$ cat src/rtl/kbd_pkg.sv
// Shared keyboard codes, echo operations and controller states for the line input path.
package kbd_pkg;

  localparam logic [7:0] KC_DELETE    = 8'd37;
  localparam logic [7:0] KC_ESC       = 8'd39;
  localparam logic [7:0] KC_ENTER     = 8'd98;
  localparam logic [7:0] KC_UP        = 8'd99;
  localparam logic [7:0] KC_DOWN      = 8'd100;
  localparam logic [7:0] KC_LEFT      = 8'd101;
  localparam logic [7:0] KC_RIGHT     = 8'd102;
  localparam logic [7:0] KC_UNKNOWN   = 8'd255;
  localparam logic [7:0] KC_PRINT_MAX = 8'd39;

  typedef enum logic [1:0] {
    ECHO_WRITE = 2'd0,
    ECHO_ERASE = 2'd1,
    ECHO_CLEAR = 2'd2
  } echo_op_e;

  typedef enum logic {
    ST_EDIT = 1'b0,
    ST_HOLD = 1'b1
  } state_e;

  // Printable codes are 0..39 minus delete (37) and esc (39).
  function automatic logic is_printable(input logic [7:0] kc);
    return (kc <= KC_PRINT_MAX) && (kc != KC_DELETE) && (kc != KC_ESC);
  endfunction

endpackage

$ cat src/rtl/line_input_controller_if.sv
// Keystroke, commit/ack, read-port and echo signals of the line input controller.
interface line_input_controller_if #(
  parameter int unsigned MAX_LEN = 32
);
  localparam int unsigned LEN_W  = $clog2(MAX_LEN) + 1;
  localparam int unsigned ADDR_W = $clog2(MAX_LEN);

  logic              key_pressed;
  logic [7:0]        keycode;
  logic              line_ready;
  logic [LEN_W-1:0]  line_len;
  logic              line_ack;
  logic [ADDR_W-1:0] rd_addr;
  logic [7:0]        rd_data;
  logic              overflow;
  logic              echo_valid;
  logic [1:0]        echo_op;
  logic [ADDR_W-1:0] echo_pos;
  logic [7:0]        echo_char;

  // Keyboard/processor/display side.
  modport master (
    output key_pressed, keycode, line_ack, rd_addr,
    input  line_ready, line_len, rd_data, overflow,
    input  echo_valid, echo_op, echo_pos, echo_char
  );

  // Controller side.
  modport slave (
    input  key_pressed, keycode, line_ack, rd_addr,
    output line_ready, line_len, rd_data, overflow,
    output echo_valid, echo_op, echo_pos, echo_char
  );
endinterface

$ cat src/rtl/line_buffer_ram.sv
// MAX_LEN x 8 line storage: one synchronous write port, one registered read port.
module line_buffer_ram #(
  parameter int unsigned MAX_LEN = 32
) (
  input  logic                       clk,
  input  logic                       rst,
  input  logic                       we,
  input  logic [$clog2(MAX_LEN)-1:0] waddr,
  input  logic [7:0]                 wdata,
  input  logic [$clog2(MAX_LEN)-1:0] raddr,
  output logic [7:0]                 rdata
);
  logic [7:0] mem [MAX_LEN];

  // Array write; contents intentionally survive reset.
  always_ff @(posedge clk) begin
    if (we) mem[waddr] <= wdata;
  end

  // Registered read; same-address write returns the old value.
  always_ff @(posedge clk or posedge rst) begin
    if (rst) rdata <= 8'd0;
    else     rdata <= mem[raddr];
  end
endmodule

$ cat src/rtl/line_input_controller.sv
// Edits keystrokes into a bounded line buffer, holds committed lines until ack, echoes changes.
module line_input_controller
  import kbd_pkg::*;
#(
  parameter int unsigned MAX_LEN = 32
) (
  input logic                    CLOCK_50,
  input logic                    reset,
  line_input_controller_if.slave bus
);
  localparam int unsigned LEN_W  = $clog2(MAX_LEN) + 1;
  localparam int unsigned ADDR_W = $clog2(MAX_LEN);

  state_e            state_q, state_d;
  logic [LEN_W-1:0]  len_q, len_d;
  logic              ready_q, ready_d;
  logic              ovf_q, ovf_d;
  logic              ev_q, ev_d;
  echo_op_e          op_q, op_d;
  logic [ADDR_W-1:0] pos_q, pos_d;
  logic [7:0]        ch_q, ch_d;
  logic              we;
  logic [ADDR_W-1:0] waddr;
  logic [7:0]        wdata;
  logic [7:0]        rd_data_w;

  // Next-state, buffer write and echo decode.
  always_comb begin
    state_d = state_q;
    len_d   = len_q;
    ready_d = ready_q;
    ovf_d   = ovf_q;
    ev_d    = 1'b0;
    op_d    = op_q;
    pos_d   = pos_q;
    ch_d    = ch_q;
    we      = 1'b0;
    waddr   = ADDR_W'(len_q);
    wdata   = bus.keycode;
    case (state_q)
      ST_EDIT: begin
        if (bus.key_pressed) begin
          if (is_printable(bus.keycode)) begin
            if (len_q < LEN_W'(MAX_LEN)) begin
              we    = 1'b1;
              len_d = len_q + LEN_W'(1);
              ev_d  = 1'b1;
              op_d  = ECHO_WRITE;
              pos_d = ADDR_W'(len_q);
              ch_d  = bus.keycode;
            end else begin
              ovf_d = 1'b1;
            end
          end else if (bus.keycode == KC_DELETE) begin
            if (len_q != '0) begin
              len_d = len_q - LEN_W'(1);
              ev_d  = 1'b1;
              op_d  = ECHO_ERASE;
              pos_d = ADDR_W'(len_q - LEN_W'(1));
              ch_d  = 8'd0;
            end
          end else if (bus.keycode == KC_ESC) begin
            len_d = '0;
            ovf_d = 1'b0;
            ev_d  = 1'b1;
            op_d  = ECHO_CLEAR;
            pos_d = '0;
            ch_d  = 8'd0;
          end else if (bus.keycode == KC_ENTER) begin
            state_d = ST_HOLD;
            ready_d = 1'b1;
          end
        end
      end
      ST_HOLD: begin
        // Keys are dropped while holding, including one coinciding with the ack.
        if (bus.line_ack) begin
          state_d = ST_EDIT;
          ready_d = 1'b0;
          len_d   = '0;
          ovf_d   = 1'b0;
          ev_d    = 1'b1;
          op_d    = ECHO_CLEAR;
          pos_d   = '0;
          ch_d    = 8'd0;
        end
      end
      default: state_d = ST_EDIT;
    endcase
  end

  // State and registered outputs.
  always_ff @(posedge CLOCK_50 or posedge reset) begin
    if (reset) begin
      state_q <= ST_EDIT;
      len_q   <= '0;
      ready_q <= 1'b0;
      ovf_q   <= 1'b0;
      ev_q    <= 1'b0;
      op_q    <= ECHO_WRITE;
      pos_q   <= '0;
      ch_q    <= 8'd0;
    end else begin
      state_q <= state_d;
      len_q   <= len_d;
      ready_q <= ready_d;
      ovf_q   <= ovf_d;
      ev_q    <= ev_d;
      op_q    <= op_d;
      pos_q   <= pos_d;
      ch_q    <= ch_d;
    end
  end

  line_buffer_ram #(
    .MAX_LEN(MAX_LEN)
  ) u_ram (
    .clk   (CLOCK_50),
    .rst   (reset),
    .we    (we),
    .waddr (waddr),
    .wdata (wdata),
    .raddr (bus.rd_addr),
    .rdata (rd_data_w)
  );

  assign bus.line_ready = ready_q;
  assign bus.line_len   = len_q;
  assign bus.overflow   = ovf_q;
  assign bus.echo_valid = ev_q;
  assign bus.echo_op    = op_q;
  assign bus.echo_pos   = pos_q;
  assign bus.echo_char  = ch_q;
  assign bus.rd_data    = rd_data_w;
endmodule

$ cat src/flat_wrapper.sv
// flat-port wrapper written by rule: the top's interface ports become plain ports
module line_input_controller_flat import kbd_pkg::*;
#(
  parameter int unsigned MAX_LEN = 32
)
  (CLOCK_50, reset, bus_key_pressed, bus_keycode, bus_line_ack, bus_rd_addr, bus_line_ready, bus_line_len, bus_rd_data, bus_overflow, bus_echo_valid, bus_echo_op, bus_echo_pos, bus_echo_char);
  line_input_controller_if #(.MAX_LEN(MAX_LEN)) bus_i ();
  input logic CLOCK_50;
  input logic reset;
  input wire logic [$bits(bus_i.key_pressed)-1:0] bus_key_pressed;
  input wire logic [$bits(bus_i.keycode)-1:0] bus_keycode;
  input wire logic [$bits(bus_i.line_ack)-1:0] bus_line_ack;
  input wire logic [$bits(bus_i.rd_addr)-1:0] bus_rd_addr;
  output wire logic [$bits(bus_i.line_ready)-1:0] bus_line_ready;
  output wire logic [$bits(bus_i.line_len)-1:0] bus_line_len;
  output wire logic [$bits(bus_i.rd_data)-1:0] bus_rd_data;
  output wire logic [$bits(bus_i.overflow)-1:0] bus_overflow;
  output wire logic [$bits(bus_i.echo_valid)-1:0] bus_echo_valid;
  output wire logic [$bits(bus_i.echo_op)-1:0] bus_echo_op;
  output wire logic [$bits(bus_i.echo_pos)-1:0] bus_echo_pos;
  output wire logic [$bits(bus_i.echo_char)-1:0] bus_echo_char;
  assign bus_i.key_pressed = bus_key_pressed;
  assign bus_i.keycode = bus_keycode;
  assign bus_i.line_ack = bus_line_ack;
  assign bus_i.rd_addr = bus_rd_addr;
  assign bus_line_ready = bus_i.line_ready;
  assign bus_line_len = bus_i.line_len;
  assign bus_rd_data = bus_i.rd_data;
  assign bus_overflow = bus_i.overflow;
  assign bus_echo_valid = bus_i.echo_valid;
  assign bus_echo_op = bus_i.echo_op;
  assign bus_echo_pos = bus_i.echo_pos;
  assign bus_echo_char = bus_i.echo_char;
  line_input_controller #(.MAX_LEN(MAX_LEN)) u_core (.CLOCK_50(CLOCK_50), .reset(reset), .bus(bus_i));
endmodule
$ cat config.mk
export PLATFORM = sky130hd
export DESIGN_NAME = line_input_controller_flat
export DESIGN_NICKNAME = d
export VERILOG_FILES = /design/src/rtl/kbd_pkg.sv /design/src/rtl/line_input_controller_if.sv /design/src/rtl/line_buffer_ram.sv /design/src/rtl/line_input_controller.sv /design/src/flat_wrapper.sv
export SDC_FILE = /design/constraint.sdc
export NUM_CORES = 1
export LEC_CHECK = 0
export CAP_MARGIN = 20
export CORE_AREA = 2 2 137 139
export CTS_BUF_LIST = sky130_fd_sc_hd__clkbuf_16
export DETAILED_ROUTE_END_ITERATION = 10
export DIE_AREA = 0 0 139 141
export GPL_TIMING_DRIVEN = 1
export PLACE_DENSITY = 0.89
export SLEW_MARGIN = 20
export SYNTH_ARGS = -nofsm -noshare
export SYNTH_HDL_FRONTEND = slang
export SYNTH_HIERARCHICAL = 1
export SYNTH_SLANG_ARGS = --single-unit
$ cat constraint.sdc
create_clock -name CLOCK_50 -period 6.46 [get_ports CLOCK_50]
set_input_delay 1.292 -clock CLOCK_50 [delete_from_list [all_inputs] [get_ports CLOCK_50]]
set_output_delay 1.292 -clock CLOCK_50 [all_outputs]
set_load 0.01 [all_outputs]
==> run metrics, run 1 <==
# clock sinks 289; maximum VDD drop 0.000374 V; CTS buffer count 29; die width 139 um; CP Class in2reg; Final Max Slew Viols 0; First-pass DRT Iterations 5; fin cells 885; #FFs+latches synth 289; insertion delay of the later-clocked pin in the worst-skew pair 0.55 ns; Area contributors post-synth edfxtp_1, mux4_2, dfrtp_1; clock buffer depth 3; Row Count 50; number of synthesized flops with an enable pin 256; post-route ant nets 0; hold buffers post-CTS 0; Root Driver clkbuf_16; crit end category flip-flop; # DRC 0; share of cells above drive strength 1 0.250; Mapped Area 11500 um2; I/O pin cnt 49; routed vias/inst 6.98; Max Cap Viol 0; Final period util 0.719; actual slew at the worst max-slew pin 0.896 ns; # diodes 0; core area 18300 um2; worst flop-to-flop path startpoint u_core/state_q; largest net degree at the start of global routing 65; Leak 4.31 nW; most frequent cells in the layout edfxtp_1, mux4_2, clkdlybuf4s50_1; H-tree Lvls 1; DP Area 12200 um2; Final min period 4.65 ns; maximum fanout along the worst path 18; status complete, no violations; Mapped Cells 569; Synth-to-Final Area Change 14.7%; Async S/R FF share, synth 0.114; Hold Crit Class reg2reg; RSZ-0062 raised after global routing false; Synth Net Count 589; commonest non-fill, non-tap cell in the layout edfxtp_1; placed cells 832; Nets 650; Syn. warnings 6; CTS tree done; Tot GR Track Use 0.289; number of global-route vias before repair 6054; R2R setup slack 3.68 ns; Final TNS setup 0 ns; total congestion overflow 0; GPL Wtd Cong 0.838; Die Height 141 um; initial core utilization 0.629; # setup viols final 0; initial antenna violation count 0; WL final 27600 um; CP startpoint bus_keycode[7]; Vias 6173; # port buffers 48; Synth area leader edfxtp_1; Max Clock Skew 0.0279 ns; first-pass GRT wire length 41300 um; Cell variety after synth 43; Slew headroom 0.403; mean post-synth cell area 20.2 um2; Iter 0 DRT Violations 859; post-route design area 13200 um2; Worst EP required 6.62 ns; Clock Pin Slew Worst Setup and Hold Paths 0.06 ns; cells resized by post-CTS repair 0; die area 19600 um2; CP startpoint kind input pin; Post-CTS Setup Bufs 0; Final Core Density 0.722; share of the synthesized area in the top cell type 0.669; Worst Min Path Start u_core/bus.echo_char[4]; Power Density 318 nW/um2; Final Hold Vio Count 0; sequential area share after synthesis 0.740; highest clock rate 215 MHz; CP Data Arrival Time 4.80 ns; DP HPWL 15900 um; top_reg_cell synth edfxtp_1; WL/cell 31.2 um
-- sequential cells by signal, indices dropped and copies added, names as in the netlist --
name / count
u_core/bus.echo_valid: 1
u_core/state_q: 1
u_core/bus.echo_pos: 5
u_core/bus.line_len: 6
u_core/bus.echo_char: 8
u_core/u_ram/rdata: 8
u_core/bus.overflow: 1
u_core/bus.echo_op: 2
u_core/u_ram/mem: 256
u_core/bus.line_ready: 1
-- cell usage after synthesis, types with 2 or more instances --
cell / n
a21oi_1: 6
ha_1: 3
inv_1: 7
nor2_1: 36
edfxtp_1: 256
or3b_2: 3
o21ai_1: 2
buf_4: 6
and3_1: 2
nand2_1: 26
nand4_1: 3
nand3b_1: 5
and2_1: 2
a2bb2oi_1: 3
o21a_1: 2
nor3_1: 4
mux4_2: 80
buf_1: 5
a31oi_1: 3
clkbuf_1: 12
buf_2: 4
o21ai_0: 20
buf_6: 3
xnor2_1: 2
mux2_2: 8
dfrtp_1: 33
nand3_1: 16
o211ai_1: 2
-- path summary, 6_finish.rpt --
kind | endpoint | cells after the start
worst min register to register | u_core/bus.echo_char[4] | 2
min in group asynchronous | u_core/u_ram/rdata[0] | 2
worst max-delay path | u_core/u_ram/mem[6][2] | 6
worst max register to register | u_core/u_ram/mem[6][2] | 4
max in group asynchronous | u_core/bus.line_ready | 3
worst min-delay path | u_core/bus.echo_char[4] | 2
-- worst max-delay path, stage by stage --
cell and delay [ns]:
clkdlybuf4s50_1 1.00, nor4b_4 0.13, a2111o_1 0.56, nor3_1 0.48, nand3b_1 0.56, nor2_1 0.78
-- through the flow --
step / hold WS [ns] / setup WS, ns / power (mW)
floorplan: 0.504 / 2.71 / 2.32
global placement: 0.463 / 1.61 / 2.46
detailed placement: 0.459 / 1.41 / 2.48
CTS: 0.483 / 1.94 / 4.19
global route: 0.509 / 1.76 / 4.30
finish: 0.483 / 1.81 / 4.19
-- area by class of cell --
type	instances	area, um2
Clock buffer	29	726
Clock inverter	23	260
Fill cell	1034	5070
Inverter	8	30.0
Multi-Input combinational cell	242	2790
Sequential cell	289	8510
Tap cell	234	293
Timing Repair Buffer	60	578
-- layer usage --
layer,vias to the layer above,global-route usage,part of all wire
li1,2444,-,-
met1,3234,0.444,0.40
met2,444,0.457,0.49
met3,51,0.0448,0.098
met4,0,0.0622,0.016
met5,-,0,0
-- report_power, final --
| part | leakage, nW | internal [mW] | switching [mW] |
|---|---|---|---|
| Combinational | 1.11 | 0.153 | 0.184 |
| Sequential | 2.72 | 2.06 | 0.0537 |
| Clock | 0.482 | 1.02 | 0.713 |
-- kinds of logic after synthesis --
group,Yosys count,share of synthesized area
adder cells (fa/ha/maj),3,0.00326
AND/OR/NAND/NOR,105,0.0459
XOR/XNOR,2,0.00152
flip-flops,289,0.740
AO/OA/AOI/OAI,44,0.0276
multiplexers,88,0.165
buffers and inverters,38,0.0168
(Power assumes the default switching activity.)
==> run 2, diff against run 1 <==
--- a/config.mk
+++ b/config.mk
@@ -6,12 +6,12 @@
 export NUM_CORES = 1
 export LEC_CHECK = 0
 export CAP_MARGIN = 20
-export CORE_AREA = 2 2 137 139
+export CORE_AREA = 2 2 142 144
 export CTS_BUF_LIST = sky130_fd_sc_hd__clkbuf_16
 export DETAILED_ROUTE_END_ITERATION = 10
-export DIE_AREA = 0 0 139 141
+export DIE_AREA = 0 0 144 146
 export GPL_TIMING_DRIVEN = 1
-export PLACE_DENSITY = 0.89
+export PLACE_DENSITY = 0.84
 export SLEW_MARGIN = 20
 export SYNTH_ARGS = -nofsm -noshare
 export SYNTH_HDL_FRONTEND = slang
==> constraint.sdc (replaced) <==
create_clock -name CLOCK_50 -period 4.3 [get_ports CLOCK_50]
set_input_delay 0.86 -clock CLOCK_50 [delete_from_list [all_inputs] [get_ports CLOCK_50]]
set_output_delay 0.86 -clock CLOCK_50 [all_outputs]
set_load 0.01 [all_outputs]
==> run metrics, run 2 (synthesized netlist as in run 1, its figures left out) <==
I/O pin cnt 49; # setup viols final 0; CTS tree done; die area 21000 um2; Worst Min Path Start u_core/bus.echo_char[1]; R2R depth 4; worst flop-to-flop path startpoint u_core/state_q; Vias 6079; Iter 0 DRT Violations 673; # clock sinks 289; hold buffers post-CTS 0; crit-path max cell delay 0.65 ns; met1 WL 10200 um; Leak 4.40 nW; Root Driver clkbuf_16; reg2reg end u_core/u_ram/mem[28][4]; Clock Pin Slew Worst Setup and Hold Paths 0.06 ns; Nets 669; max layer used met4; Hold Crit Class reg2reg; Max Cap Viol 0; R2R setup slack 1.40 ns; CTS buffer count 28; maximum fanout along the worst path 8; Filler cells 1140; Hold Slack 0.483 ns; share of cells above drive strength 1 0.259; First-pass DRT Iterations 5; Post-CTS Setup Bufs 0; CP startpoint kind input pin; initial core utilization 0.595; H-tree Lvls 1; cells resized by post-CTS repair 0; first-pass GRT wire length 38400 um; Tot GR Track Use 0.251; status complete, no violations; insertion delay of the later-clocked pin in the worst-skew pair 0.53 ns; total congestion overflow 0; CP Cell Sequence clkdlybuf4s50_1 > o21a_1 > a2111o_1 > nor3_1 > or3b_2 > nor2_1; WL met3 2800 um; Final period util 0.871; CP Data Arrival Time 3.90 ns; largest net degree at the start of global routing 65; WL final 25700 um; Final min period 3.74 ns; Worst EP required 4.46 ns; Slew headroom 0.369; core area 19300 um2; actual slew at the worst max-slew pin 0.946 ns; most frequent cells in the layout edfxtp_1, mux4_2, clkdlybuf4s50_1; CP Class in2reg; Synth-to-Final Area Change 15.9%; most flop-heavy register u_core/u_ram/mem; # diodes 0; GPL Wtd Cong 0.848; Die Height 146 um; # DRC 0; Buf/Inv on CP 1; commonest non-fill, non-tap cell in the layout edfxtp_1; Power Density 460 nW/um2; delay-heaviest family, CP simple AND/OR/NAND/NOR gates; max reg flops 256; crit end category flip-flop; die width 144 um; slowest stage cell, crit path or3b_2; post-route ant nets 0; WL/cell 27.5 um; hold-critical path depth 2; maximum VDD drop 0.000289 V; Final Max Slew Viols 0; hold worst-path end u_core/bus.echo_char[1]; Final TNS setup 0 ns; clock buffer depth 3; Row Count 51; # port buffers 48; number of global-route vias before repair 6102; Max Clock Skew 0.00962 ns; RSZ-0062 raised after global routing false; highest clock rate 267 MHz; routed vias/inst 6.49; met2 routed wirelength 12300 um; Final Hold Vio Count 0; initial antenna violation count 0; DP HPWL 15400 um
run 2: changes by cell type in the layout (fill, tap and decap cells not counted), moves of 2 or more:
cell and change:
clkinv_1 +6, buf_4 +20, clkinv_2 -2, inv_1 +2, clkinvlp_4 -2, clkinv_4 -3
run 2: area by class of cell:
type,instances,area (um2),area share
tap,265,332,0.0249
clock inverter,23,209,0.0157
clock buffer,29,726,0.0544
timing repair buffer,80,726,0.0544
multi-input combinational,242,2790,0.210
sequential,289,8510,0.639
inverter,8,30.0,0.00225
run 2: report_power, final:
group	switching, mW	internal, mW	total [mW]	leakage (nW)
logic	0.264	0.232	0.496	1.21
registers	0.0772	3.10	3.18	2.72
clock network	1.00	1.46	2.46	0.468
run 2: metal layers:
metal  vias up  GRT usage
li1       2481          -
met1      3177      0.372
met2       389      0.391
met3        32     0.0625
met4         0     0.0485
met5         -          0
run 2: worst max-delay path by stage:
| stage | from | to | cells past startpoint |
|---|---|---|---|
| 2_1_floorplan | bus_keycode[6] | u_core/u_ram/mem[0][0] | 7 |
| 3_5_place_dp | bus_keycode[4] | u_core/u_ram/mem[0][3] | 6 |
| 6_report | bus_keycode[4] | u_core/u_ram/mem[28][4] | 6 |
| 5_1_grt | bus_keycode[4] | u_core/u_ram/mem[28][4] | 6 |
| 4_1_cts | bus_keycode[4] | u_core/u_ram/mem[28][5] | 6 |
| 3_3_place_gp | bus_keycode[4] | u_core/u_ram/mem[8][6] | 6 |
run 2: metrics by stage:
step / total power [mW] / utilization / cells / setup slack [ns] / cell area, um2
2_1_floorplan: 3.48 / - / 569 / 0.984 / 11500
3_3_place_gp: 3.70 / 0.641 / 884 / 0.250 / 12400
3_5_place_dp: 3.72 / 0.641 / 884 / 0.121 / 12400
4_1_cts: 6.16 / 0.689 / 936 / 0.597 / 13300
5_1_grt: 6.30 / 0.689 / 936 / 0.505 / 13300
6_report: 6.14 / 0.689 / 936 / 0.556 / 13300
run 2: worst register-to-register path: stages, from the launching register on:
cell      delay (ns)
dfrtp_1         0.49
nand2b_1        0.32
nor3_1          0.44
or3b_2          0.65
nor2_1          0.63
==> run 3, diff against run 2 <==
--- a/config.mk
+++ b/config.mk
@@ -8,6 +8,7 @@
 export CAP_MARGIN = 20
 export CORE_AREA = 2 2 142 144
 export CTS_BUF_LIST = sky130_fd_sc_hd__clkbuf_16
+export CTS_CLUSTER_DIAMETER = 30
 export DETAILED_ROUTE_END_ITERATION = 10
 export DIE_AREA = 0 0 144 146
 export GPL_TIMING_DRIVEN = 1
==> run metrics, run 3 (synthesized netlist as in run 1, its figures left out) <==
Worst Min Path Start u_core/bus.echo_char[1]; H-tree Lvls 2; initial core utilization 0.595; maximum VDD drop 0.000321 V; post-route setup slack 0.606 ns; I/O pin cnt 49; status complete, no violations; Iter 0 DRT Violations 893; DP HPWL 15400 um; Final Hold Vio Count 0; Filler cells 1044; crit end category flip-flop; # DRC 0; max reg flops 256; hold buffers post-CTS 0; R2R depth 4; Post-CTS Setup Bufs 0; CTS buffer count 48; GPL Wtd Cong 0.848; most frequent cells in the layout edfxtp_1, mux4_2, clkbuf_16; number of global-route vias before repair 6412; first-pass GRT wire length 41400 um; core area 19300 um2; largest net degree at the start of global routing 65; Power Density 541 nW/um2; Final period util 0.859; # port buffers 48; WL/cell 28.5 um; RSZ-0062 raised after global routing false; Leak 4.75 nW; die area 21000 um2; Max Clock Skew 0.0188 ns; actual slew at the worst max-slew pin 0.989 ns; hold-critical path depth 2; total congestion overflow 0; R2R setup slack 1.46 ns; Final TNS setup 0 ns; Max Cap Viol 0; die width 144 um; initial antenna violation count 1; CP Data Arrival Time 3.84 ns; Synth-to-Final Area Change 22.3%; Placement Setup Slack 0.121 ns; Tot GR Track Use 0.276; maximum fanout along the worst path 8; cells resized by post-CTS repair 0; Clock Pin Slew Worst Setup and Hold Paths 0.05 ns; share of cells above drive strength 1 0.303; Slew headroom 0.340; placed cells 884; Hold Crit Class reg2reg; Final Max Slew Viols 0; fin cells 973; # setup viols final 0; Vias 6248; Die Height 146 um; First-pass DRT Iterations 5; insertion delay of the later-clocked pin in the worst-skew pair 0.54 ns; CTS tree done; CP startpoint kind input pin; most flop-heavy register u_core/u_ram/mem; hold worst-path end u_core/bus.echo_char[1]; post-route ant nets 0; Root Driver clkbuf_16; Worst EP required 4.45 ns; Nets 689; CP Class in2reg; Final min period 3.69 ns; worst flop-to-flop path startpoint u_core/state_q; clock buffer depth 3; reg2reg end u_core/u_ram/mem[28][0]; WL final 27800 um; commonest non-fill, non-tap cell in the layout edfxtp_1; routed vias/inst 6.42; # clock sinks 289; Row Count 51; highest clock rate 271 MHz
run 3: report_power, final:
group	internal, mW	total [mW]	switching [mW]	leakage [nW]
logic	0.232	0.506	0.274	1.21
registers	3.11	3.18	0.0768	2.72
clock network	2.53	3.91	1.38	0.815
total	5.87	7.60	1.73	4.75
run 3: metrics by stage:
| stage | area, um2 | power (mW) | utilization | hold slack [ns] |
|---|---|---|---|---|
| 2_1_floorplan | 11500 | 3.48 | - | 0.504 |
| 3_3_place_gp | 12400 | 3.70 | 0.641 | 0.456 |
| 3_5_place_dp | 12400 | 3.72 | 0.641 | 0.468 |
| 4_1_cts | 14100 | 7.63 | 0.727 | 0.487 |
| 5_1_grt | 14100 | 7.79 | 0.727 | 0.503 |
| 6_report | 14100 | 7.60 | 0.727 | 0.479 |
run 3: worst max-delay path by stage:
| stage | to | slack (ns) | from |
|---|---|---|---|
| after CTS | u_core/u_ram/mem[28][0] | 0.66 | bus_keycode[4] |
| after floorplan | u_core/u_ram/mem[0][0] | 0.98 | bus_keycode[6] |
| after global routing | u_core/u_ram/mem[16][2] | 0.54 | bus_keycode[4] |
| after detailed placement | u_core/u_ram/mem[0][3] | 0.12 | bus_keycode[4] |
| after global placement | u_core/u_ram/mem[8][6] | 0.25 | bus_keycode[4] |
| final | u_core/u_ram/mem[28][0] | 0.61 | bus_keycode[4] |
run 3: cell type report:
class / instances / area, um2 / share of cell area
Inverter: 8 / 30.0 / 0.00214
Timing Repair Buffer: 80 / 726 / 0.0516
Clock inverter: 39 / 435 / 0.0310
Clock buffer: 49 / 1230 / 0.0872
Multi-Input combinational cell: 242 / 2790 / 0.199
Sequential cell: 289 / 8510 / 0.606
Antenna cell: 1 / 2.50 / 0.000178
Tap cell: 265 / 332 / 0.0236
run 3: layer usage:
metal | routed length, um | track usage | part of all wire
met2 | 13600 | 0.424 | 0.49
met1 | 11000 | 0.407 | 0.40
met3 | 2730 | 0.0701 | 0.098
met4 | 466 | 0.0721 | 0.017
met5 | 0 | 0 | 0
run 3: worst max-delay path, stage by stage:
cell,delay (ns)
clkdlybuf4s50_1,0.58
o21a_1,0.33
a2111o_1,0.40
nor3_1,0.43
or3b_2,0.65
nor2_1,0.58
